[src/rtl/ex_stage_pkg.sv]
// Shared types and encodings for the execute stage of the 16-bit core.
// ALU and branch codes must stay aligned with the ALU and decoder.
package ex_stage_pkg;

  localparam int unsigned DATA_W = 16;
  localparam int unsigned REG_AW = 3;

  typedef enum logic [2:0] {
    ALU_ADD = 3'd0,
    ALU_SUB = 3'd1,
    ALU_AND = 3'd2,
    ALU_OR  = 3'd3,
    ALU_NOT = 3'd4,
    ALU_SLL = 3'd5,
    ALU_SRA = 3'd6,
    ALU_SRL = 3'd7
  } alu_op_e;

  typedef enum logic [1:0] {
    BR_NONE = 2'd0,
    BR_EQZ  = 2'd1,
    BR_NEZ  = 2'd2,
    BR_JMP  = 2'd3
  } br_e;

  localparam logic [REG_AW-1:0] REG_ZERO = '0;

  typedef struct packed {
    logic              valid;
    alu_op_e           alu_ctrl;
    logic [REG_AW-1:0] rs1;
    logic [REG_AW-1:0] rs2;
    logic [REG_AW-1:0] rd;
    logic [DATA_W-1:0] rdata1;
    logic [DATA_W-1:0] rdata2;
    logic [DATA_W-1:0] imm;
    logic [DATA_W-1:0] pc_next;
    logic              use_imm;
    logic              reg_write;
    logic              mem_read;
    logic              mem_write;
    br_e               branch;
  } idex_t;

  typedef struct packed {
    logic              valid;
    logic              reg_write;
    logic              mem_read;
    logic              mem_write;
    logic [REG_AW-1:0] rd;
    logic [DATA_W-1:0] result;
    logic [DATA_W-1:0] store_data;
  } exmem_t;

endpackage

[src/rtl/ex_stage_fwd_mux.sv]
// Operand forwarding select: MEM result beats WB result beats register file.
// Register zero always reads as zero regardless of any pending write.
module fwd_mux
  import ex_stage_pkg::*;
(
  input  logic [REG_AW-1:0] addr,
  input  logic [DATA_W-1:0] rf_data,
  input  logic              mem_we,
  input  logic [REG_AW-1:0] mem_rd,
  input  logic [DATA_W-1:0] mem_data,
  input  logic              wb_we,
  input  logic [REG_AW-1:0] wb_rd,
  input  logic [DATA_W-1:0] wb_data,
  output logic [DATA_W-1:0] data_c
);

  // addr != 0 together with equality implies the source rd is nonzero
  always_comb begin
    data_c = rf_data;
    if (addr == REG_ZERO) begin
      data_c = '0;
    end else if (mem_we && (mem_rd == addr)) begin
      data_c = mem_data;
    end else if (wb_we && (wb_rd == addr)) begin
      data_c = wb_data;
    end
  end

endmodule

[src/rtl/ex_stage.sv]
// Execute stage: ID/EX register, operand forwarding, ALU drive, branch
// resolution, load-use detection and the EX/MEM register.
module ex_stage
  import ex_stage_pkg::*;
(
  input  logic              clk,
  input  logic              rst,
  input  logic              IdValid,
  input  logic [2:0]        IdAluCtrl,
  input  logic [REG_AW-1:0] IdRs1,
  input  logic [REG_AW-1:0] IdRs2,
  input  logic [REG_AW-1:0] IdRd,
  input  logic [DATA_W-1:0] IdRdata1,
  input  logic [DATA_W-1:0] IdRdata2,
  input  logic [DATA_W-1:0] IdImm,
  input  logic              IdUseImm,
  input  logic              IdRegWrite,
  input  logic              IdMemRead,
  input  logic              IdMemWrite,
  input  logic [1:0]        IdBranch,
  input  logic [DATA_W-1:0] IdPcNext,
  input  logic              MemRegWrite,
  input  logic [REG_AW-1:0] MemRd,
  input  logic [DATA_W-1:0] MemData,
  input  logic              WbRegWrite,
  input  logic [REG_AW-1:0] WbRd,
  input  logic [DATA_W-1:0] WbData,
  output logic [DATA_W-1:0] Src1,
  output logic [DATA_W-1:0] Src2,
  output logic [2:0]        AluCtrl1,
  input  logic [DATA_W-1:0] Result1,
  input  logic              Zero1,
  output logic              ExMemValid,
  output logic              ExMemRegWrite,
  output logic              ExMemMemRead,
  output logic              ExMemMemWrite,
  output logic [DATA_W-1:0] ExMemResult,
  output logic [DATA_W-1:0] ExMemStoreData,
  output logic [REG_AW-1:0] ExMemRd,
  output logic              BranchTaken,
  output logic [DATA_W-1:0] BranchTarget,
  output logic              LoadUseStall
);

  idex_t             idex_q, idex_d;
  exmem_t            exmem_q, exmem_d;
  logic [DATA_W-1:0] fwd1_c, fwd2_c;

  fwd_mux u_fwd_rs1 (
    .addr    (idex_q.rs1),
    .rf_data (idex_q.rdata1),
    .mem_we  (MemRegWrite),
    .mem_rd  (MemRd),
    .mem_data(MemData),
    .wb_we   (WbRegWrite),
    .wb_rd   (WbRd),
    .wb_data (WbData),
    .data_c  (fwd1_c)
  );

  fwd_mux u_fwd_rs2 (
    .addr    (idex_q.rs2),
    .rf_data (idex_q.rdata2),
    .mem_we  (MemRegWrite),
    .mem_rd  (MemRd),
    .mem_data(MemData),
    .wb_we   (WbRegWrite),
    .wb_rd   (WbRd),
    .wb_data (WbData),
    .data_c  (fwd2_c)
  );

  assign LoadUseStall = idex_q.valid && idex_q.mem_read && (idex_q.rd != REG_ZERO) &&
                        IdValid && ((idex_q.rd == IdRs1) ||
                                    ((idex_q.rd == IdRs2) && !IdUseImm));

  assign BranchTarget = idex_q.pc_next + idex_q.imm;

  // Branch resolution from the ALU zero flag of the instruction in EX
  always_comb begin
    BranchTaken = 1'b0;
    if (idex_q.valid) begin
      case (idex_q.branch)
        BR_JMP:  BranchTaken = 1'b1;
        BR_EQZ:  BranchTaken = Zero1;
        BR_NEZ:  BranchTaken = !Zero1;
        default: BranchTaken = 1'b0;
      endcase
    end
  end

  // ALU drive; an empty slot keeps the ALU computing 0 + 0
  always_comb begin
    Src1     = '0;
    Src2     = '0;
    AluCtrl1 = ALU_ADD;
    if (idex_q.valid) begin
      Src1 = fwd1_c;
      if (idex_q.branch != BR_NONE) begin
        AluCtrl1 = ALU_SUB;
      end else begin
        AluCtrl1 = idex_q.alu_ctrl;
        Src2     = idex_q.use_imm ? idex_q.imm : fwd2_c;
      end
    end
  end

  // A redirect or a load-use hazard inserts a fully cleared slot
  always_comb begin
    idex_d = '0;
    if (!BranchTaken && !LoadUseStall && IdValid) begin
      idex_d.valid     = 1'b1;
      idex_d.alu_ctrl  = alu_op_e'(IdAluCtrl);
      idex_d.rs1       = IdRs1;
      idex_d.rs2       = IdRs2;
      idex_d.rd        = IdRd;
      idex_d.rdata1    = IdRdata1;
      idex_d.rdata2    = IdRdata2;
      idex_d.imm       = IdImm;
      idex_d.pc_next   = IdPcNext;
      idex_d.use_imm   = IdUseImm;
      idex_d.reg_write = IdRegWrite;
      idex_d.mem_read  = IdMemRead;
      idex_d.mem_write = IdMemWrite;
      idex_d.branch    = br_e'(IdBranch);
    end
  end

  always_comb begin
    exmem_d            = '0;
    exmem_d.valid      = idex_q.valid;
    exmem_d.reg_write  = idex_q.valid && idex_q.reg_write;
    exmem_d.mem_read   = idex_q.valid && idex_q.mem_read;
    exmem_d.mem_write  = idex_q.valid && idex_q.mem_write;
    exmem_d.rd         = idex_q.rd;
    exmem_d.result     = Result1;
    exmem_d.store_data = fwd2_c;
  end

  always_ff @(posedge clk or negedge rst) begin
    if (!rst) begin
      idex_q  <= '0;
      exmem_q <= '0;
    end else begin
      idex_q  <= idex_d;
      exmem_q <= exmem_d;
    end
  end

  assign ExMemValid     = exmem_q.valid;
  assign ExMemRegWrite  = exmem_q.reg_write;
  assign ExMemMemRead   = exmem_q.mem_read;
  assign ExMemMemWrite  = exmem_q.mem_write;
  assign ExMemResult    = exmem_q.result;
  assign ExMemStoreData = exmem_q.store_data;
  assign ExMemRd        = exmem_q.rd;

endmodule

[config.mk]
export PLATFORM = sky130hd
export DESIGN_NAME = ex_stage
export DESIGN_NICKNAME = d
export VERILOG_FILES = /design/src/rtl/ex_stage_pkg.sv /design/src/rtl/ex_stage_fwd_mux.sv /design/src/rtl/ex_stage.sv
export SDC_FILE = /design/constraint.sdc
export NUM_CORES = 1
export LEC_CHECK = 0
export ABC_AREA = 1
export CORE_AREA = 2 2 104 181
export DETAILED_ROUTE_END_ITERATION = 16
export DIE_AREA = 0 0 106 183
export HOLD_SLACK_MARGIN = 0.03
export PLACE_DENSITY = 0.68
export SETUP_SLACK_MARGIN = 0.15
export SYNTH_ARGS = -nofsm -noshare
export SYNTH_HDL_FRONTEND = slang
export SYNTH_SLANG_ARGS = --single-unit
[constraint.sdc]
create_clock -name clk -period 3.2 [get_ports clk]
set_input_delay 0.64 -clock clk [delete_from_list [all_inputs] [get_ports clk]]
set_output_delay 0.64 -clock clk [all_outputs]
set_load 0.05 [all_outputs]
Yosys cells after proc, flatten, opt, wreduce, memory -nomap -nowiden. Cells that the tools add are included.

Bits in registers: 122. Bits of input ports: 142. Output and inout port bits: 92. Word-level logic and storage cells: 68.

Add/subtract/negate cells: 1. Equal/unequal tests: 9. Muxes and demuxes: 15. Reduce and logical (&&, ||, !) cells: 22.

Operator list (number): two-way mux 16 bit (10); two-way mux 83 bit (1); equality test 3 bit (6); adder 16 bit (1); logical AND 1 bit (13); logical NOT 3 bit (2); two-way mux 3 bit (2); equality test 2 bit (second input constant) (2); logical NOT 1 bit (4); one-hot mux 1 bit (3 select lines) (1); nonzero test 3 bit (1); equality test 2 x 1 -> 1 bit (second input constant) (1); nonzero test 2 bit (1); logical OR 1 bit (1); two-way mux 1 bit (1).

Longest topological paths before layout.
Word-level depth: 8. Gate-level depth with buffers: 10. Gate-level depth less buffers: 10.

Cells and area by module. A second synthesis with hierarchy kept.

Cell total of the unflattened synthesis: 939. Area, all modules: 7259.5 µm².

Modules (own cells, without submodules): ex_stage (times used 1, cells an instance 603, area each 5397.7 µm², seq. area each 3052.9 µm²); fwd_mux (times used 2, cells an instance 168, area each 930.9 µm², seq. area each 0.0 µm²).

Least setup slack after synthesis. Ideal clock, no wire load.

Path type: reg2out. Start: reg idex_q[6] (netlist name). End: out BranchTarget[12]. Arrival time: 2.095 ns. Required time: 2.560 ns. Path slack: 0.465 ns. Stages on the path, launching flop included: 8. Path buffers: 0. Cells stage by stage: dfrtp_1 ha_1 fa_1 nand3_1 nand2_1 nand3_1 nand3_1 xor2_1.

Word-level cells in the longest chain between the ends: 1.

RTL lines: from (decl) (line ex_stage.sv:45) `idex_t idex_q, idex_d;`; from (signal assigned) (line ex_stage.sv:145) `idex_q <= idex_d;`; adder 16 bit (line ex_stage.sv:77) `assign BranchTarget = idex_q.pc_next + idex_q.imm;`; to (decl) (line ex_stage.sv:41) `output logic [DATA_W-1:0] BranchTarget,`.

No other way between the ends.

Worst setup path in the final report.
Start: reg idex_q[30] (netlist name). End: out BranchTarget[9].

Same word-level chain as after synthesis.

==> impl_metrics.py <==
metrics = {
    "run_status": {
        "outcome": "finished, final reports clean",
    },
    "floorplan": {
        "floorplan.core_area_um2": 17970,
        "floorplan.io_pins": 234,
        "design.die.area_um2": 19400,
        "die_y_um": 183,
        "rows": 65,
        "chipWidth_um": 106,
        "starting_density_of_the_core_pct": 39.27,
    },
    "clocking": {
        "clk_pin_slew_ns": 0.06,
        "cts_sink_cnt": 122,
        "clk-insertion-delay-late_ns": 0.42,
        "cts_tree": "done",
        "cts-hold-fix-buffers": 0,
        "cts-htree-levels": 4,
        "clock-root-buffer": "sky130_fd_sc_hd__clkbuf_16",
        "cts_inserted_buffers": 17,
        "cts_max_path_buffers": 2,
    },
    "power": {
        "ir_drop_mv": 0.3467,
        "power.density_nw_per_um2": 479.3,
        "total_power_mw": 5.166,
        "power.static_leakage_nw": 5.416,
        "sequential_share_of_power_pct": 32.6,
        "power.share.clock_pct": 38.8,
        "cell_internal_pwr_mw": 3.407,
        "combPwrFrac_pct": 28.6,
        "net-switching-power_mw": 1.759,
        "power_switching_share_pct": 34.05,
    },
    "routing": {
        "routed-via-count": 6095,
        "routed_wirelength_um": 21950,
        "detailedRoute.firstPassIterationCount": 5,
        "final_antenna_net_count": 0,
        "routedWlPerCell_um": 16.86,
        "drc": 0,
        "drt_initial_violations": 209,
        "routed_via_density": 4.681,
    },
    "global_routing": {
        "global_route.overflow_total": 0,
        "number_of_global_route_vias_before_repair": 6303,
        "antenna_found_initial": 1,
        "maximum_number_of_pins_on_one_net_before_global_route_repair": 58,
        "grt_use_total_pct": 22.36,
        "grt_first_pass_wirelength_um": 32690,
    },
    "critical_path": {
        "path_buf_inv": 1,
        "cp.required_ns": 2.56,
        "worstSetupPathType": "flip-flop to output pin",
        "path_cells": "ha_1, a21oi_1, o21ai_0, nand3b_1, xor2_1, buf_12",
        "r2r_cells": 6,
        "worstSetupStartpointType": "flip-flop",
        "cp_max_fo": 4,
        "critical-path-top-delay-family": "compound AO/OA/AOI/OAI gates",
        "crit-reg2reg-launch": "exmem_d[38]$_DFF_PN0_",
        "worstReg2RegEnd": "idex_q[10]$_DFF_PN0_",
        "r2r_setup_slack_ns": 1.36,
        "critical_path.max_stage_delay_ns": 0.38,
        "critical_path.slowest_cell": "sky130_fd_sc_hd__dfrtp_1",
        "worst-endpoint-arrival_ns": 2.45,
        "setup.worst_path.end_class": "output pin",
    },
    "placement": {
        "finalWeightedCongestion": 0.9312,
        "port-buffer-count": 233,
        "dp_slack_ns": -0.1825,
        "post-dp-hpwl_um": 16960,
    },
    "timing": {
        "finalClockSkew_ns": 0.01278,
        "final.setup.tns_ns": 0,
        "final_hold_viol_count": 0,
        "timing.final.ws_setup_ns": 0.1108,
        "final-setup-viol-count": 0,
        "relSlewSlack_pct": 57.45,
        "drv_slew": 0,
        "fmax_ghz": 0.3237,
        "fin_crit_ns": 3.089,
        "worstMarginPinSlew_ns": 0.6365,
        "final.period_utilization_pct": 96.54,
        "rsz0062_at_grt": "yes",
    },
    "yosys": {
        "postSynth.asyncResetShare_pct": 100.0,
        "yosysWarningCount": 0,
        "synth_seq_cells": 122,
        "synthesis.area_um2": 7058,
        "avgSynthCellArea_um2": 8.812,
        "synth_seq_area_share_pct": 43.25,
        "postSynthNetCount": 959,
        "synth-main-ff-cell": "sky130_fd_sc_hd__dfrtp_1",
        "yosysUniqueCellTypes": 35,
        "synth-edff-count": 0,
        "netlist_instances": 801,
    },
    "cells_and_area": {
        "drive_above_1_share_pct": 23.24,
        "nets": 1212,
        "syn2layout_area_growth_pct": 52.70,
    },
    "flow_run": {
        "drv.max_cap_violation_count": 0,
    },
    "hold_path": {
        "holdCritPathClass": "input port to async pin",
    },
}
==> registers in the layout, indices dropped and copies added (netlist names) <==
name / flops
idex_q: 79
ExMemResult: 16
ExMemStoreData: 16
exmem_d: 4
ExMemRd: 3
ExMemMemRead: 1
ExMemMemWrite: 1
ExMemRegWrite: 1
ExMemValid: 1
==> routing by layer <==
layer  global-route usage [%]  up-vias  wire length [um]
met5                        0        -                 0
met4                    10.53        0               861
met3                    3.554       52               901
met2                    44.00      217             12710
met1                    22.37     2860              7483
li1                         -     2966                 -
==> power by group through the flow <==
stage	Sequential (mW)	Combinational, mW	Clock (mW)
floorplan	1.82	0.735	0
global placement	1.71	1.41	0
detailed placement	1.71	1.42	0
CTS	1.68	1.43	2.04
global route	1.69	1.57	2.10
finish	1.68	1.48	2.00
==> Yosys cell counts (7+ instances only) <==
library cell,number,area (um^2)
sky130_fd_sc_hd__inv_1,167,626.9
sky130_fd_sc_hd__dfrtp_1,122,3053
sky130_fd_sc_hd__nand3_1,119,595.6
sky130_fd_sc_hd__nand2_1,102,382.9
sky130_fd_sc_hd__nor2_4,72,810.8
sky130_fd_sc_hd__nor2_1,36,135.1
sky130_fd_sc_hd__a21oi_1,25,125.1
sky130_fd_sc_hd__nand2_2,23,143.9
sky130_fd_sc_hd__o21ai_0,23,115.1
sky130_fd_sc_hd__ha_1,15,187.7
sky130_fd_sc_hd__xor2_1,11,96.34
sky130_fd_sc_hd__a21oi_2,10,87.58
sky130_fd_sc_hd__nand3_2,10,100.1
sky130_fd_sc_hd__buf_12,8,160.2
sky130_fd_sc_hd__buf_2,7,35.03
==> through the flow <==
stage,instance area [um^2],util (%),cells,hold WS [ns]
2_1_floorplan,7058,-,801,0.3444
3_3_place_gp,9871,54.92,1255,0.4170
3_5_place_dp,9871,54.92,1255,0.4247
4_1_cts,10500,58.43,1289,0.1938
5_1_grt,10780,59.97,1302,0.2190
6_report,10780,59.97,1302,0.1880
==> how the worst max path moves through the flow <==
stage                          from          endpoint  slack, ns  cells after the start
2_1_floorplan   idex_q[6]$_DFF_PN0_  BranchTarget[12]       0.47                      7
3_3_place_gp               MemRd[0]          Src1[11]      -0.13                      9
3_5_place_dp               MemRd[0]          Src1[14]      -0.18                      9
4_1_cts                     WbRd[1]          Src2[15]        0.1                     11
5_1_grt                    MemRd[1]          Src2[15]        0.1                     11
6_report       idex_q[30]$_DFF_PN0_   BranchTarget[9]       0.11                      6
==> cell families (layout without fill, tap and decap cells) <==
group	after synthesis	count (layout)	share of synthesized area (%)
AO/OA/AOI/OAI	67	67	5.442
XOR/XNOR	17	17	2.110
adder cells (fa/ha/maj)	16	16	2.943
buffers and inverters	200	466	13.30
flip-flops	122	122	43.25
multiplexers	1	1	0.1418
other	0	1	0
AND/OR/NAND/NOR	378	378	32.81
==> layout make-up <==
| type | instances | area (um^2) |
|---|---|---|
| sequential | 122 | 3053 |
| fill | 1545 | 7196 |
| tap | 234 | 292.8 |
| antenna | 1 | 2.502 |
| clock buffer | 17 | 425.4 |
| timing repair buffer | 261 | 2987 |
| inverter | 173 | 649.4 |
| multi-input combinational | 479 | 3186 |
| clock inverter | 15 | 182.7 |
==> worst reg2reg max path, cell delays in order, from the launching register on <==
cell                      delay [ns]
sky130_fd_sc_hd__dfrtp_1        0.47
sky130_fd_sc_hd__nand2_1        0.12
sky130_fd_sc_hd__nor3_1         0.25
sky130_fd_sc_hd__nand2_2        0.14
sky130_fd_sc_hd__nand2_8        0.30
sky130_fd_sc_hd__buf_12         0.34
sky130_fd_sc_hd__nor2_1         0.09
==> cell usage in the layout, fill, tap and decap left out, types with 3 or more instances in the layout <==
cell	count
sky130_fd_sc_hd__a21oi_1	19
sky130_fd_sc_hd__a21oi_2	9
sky130_fd_sc_hd__a21oi_4	7
sky130_fd_sc_hd__buf_12	41
sky130_fd_sc_hd__buf_4	25
sky130_fd_sc_hd__buf_6	5
sky130_fd_sc_hd__clkbuf_16	18
sky130_fd_sc_hd__clkdlybuf4s50_1	182
sky130_fd_sc_hd__clkinv_4	3
sky130_fd_sc_hd__clkinvlp_4	3
sky130_fd_sc_hd__dfrtp_1	122
sky130_fd_sc_hd__dlymetal6s2s_1	3
sky130_fd_sc_hd__ha_1	13
sky130_fd_sc_hd__inv_1	166
sky130_fd_sc_hd__inv_2	7
sky130_fd_sc_hd__inv_8	5
sky130_fd_sc_hd__nand2_1	101
sky130_fd_sc_hd__nand2_2	24
sky130_fd_sc_hd__nand2_8	3
sky130_fd_sc_hd__nand3_1	119
sky130_fd_sc_hd__nand3_2	10
sky130_fd_sc_hd__nor2_1	35
sky130_fd_sc_hd__nor2_2	3
sky130_fd_sc_hd__nor2_4	73
sky130_fd_sc_hd__o21ai_0	23
sky130_fd_sc_hd__o21ai_1	4
sky130_fd_sc_hd__xnor2_1	6
sky130_fd_sc_hd__xor2_1	11
==> timing repair <==
action	CTS	global route
buffers inserted	2	9
pin swaps	1	6
cloned	0	3
endpoints found under the setup margin	32	37
resized for setup	6	33
Power figures use the tool's default switching activity.
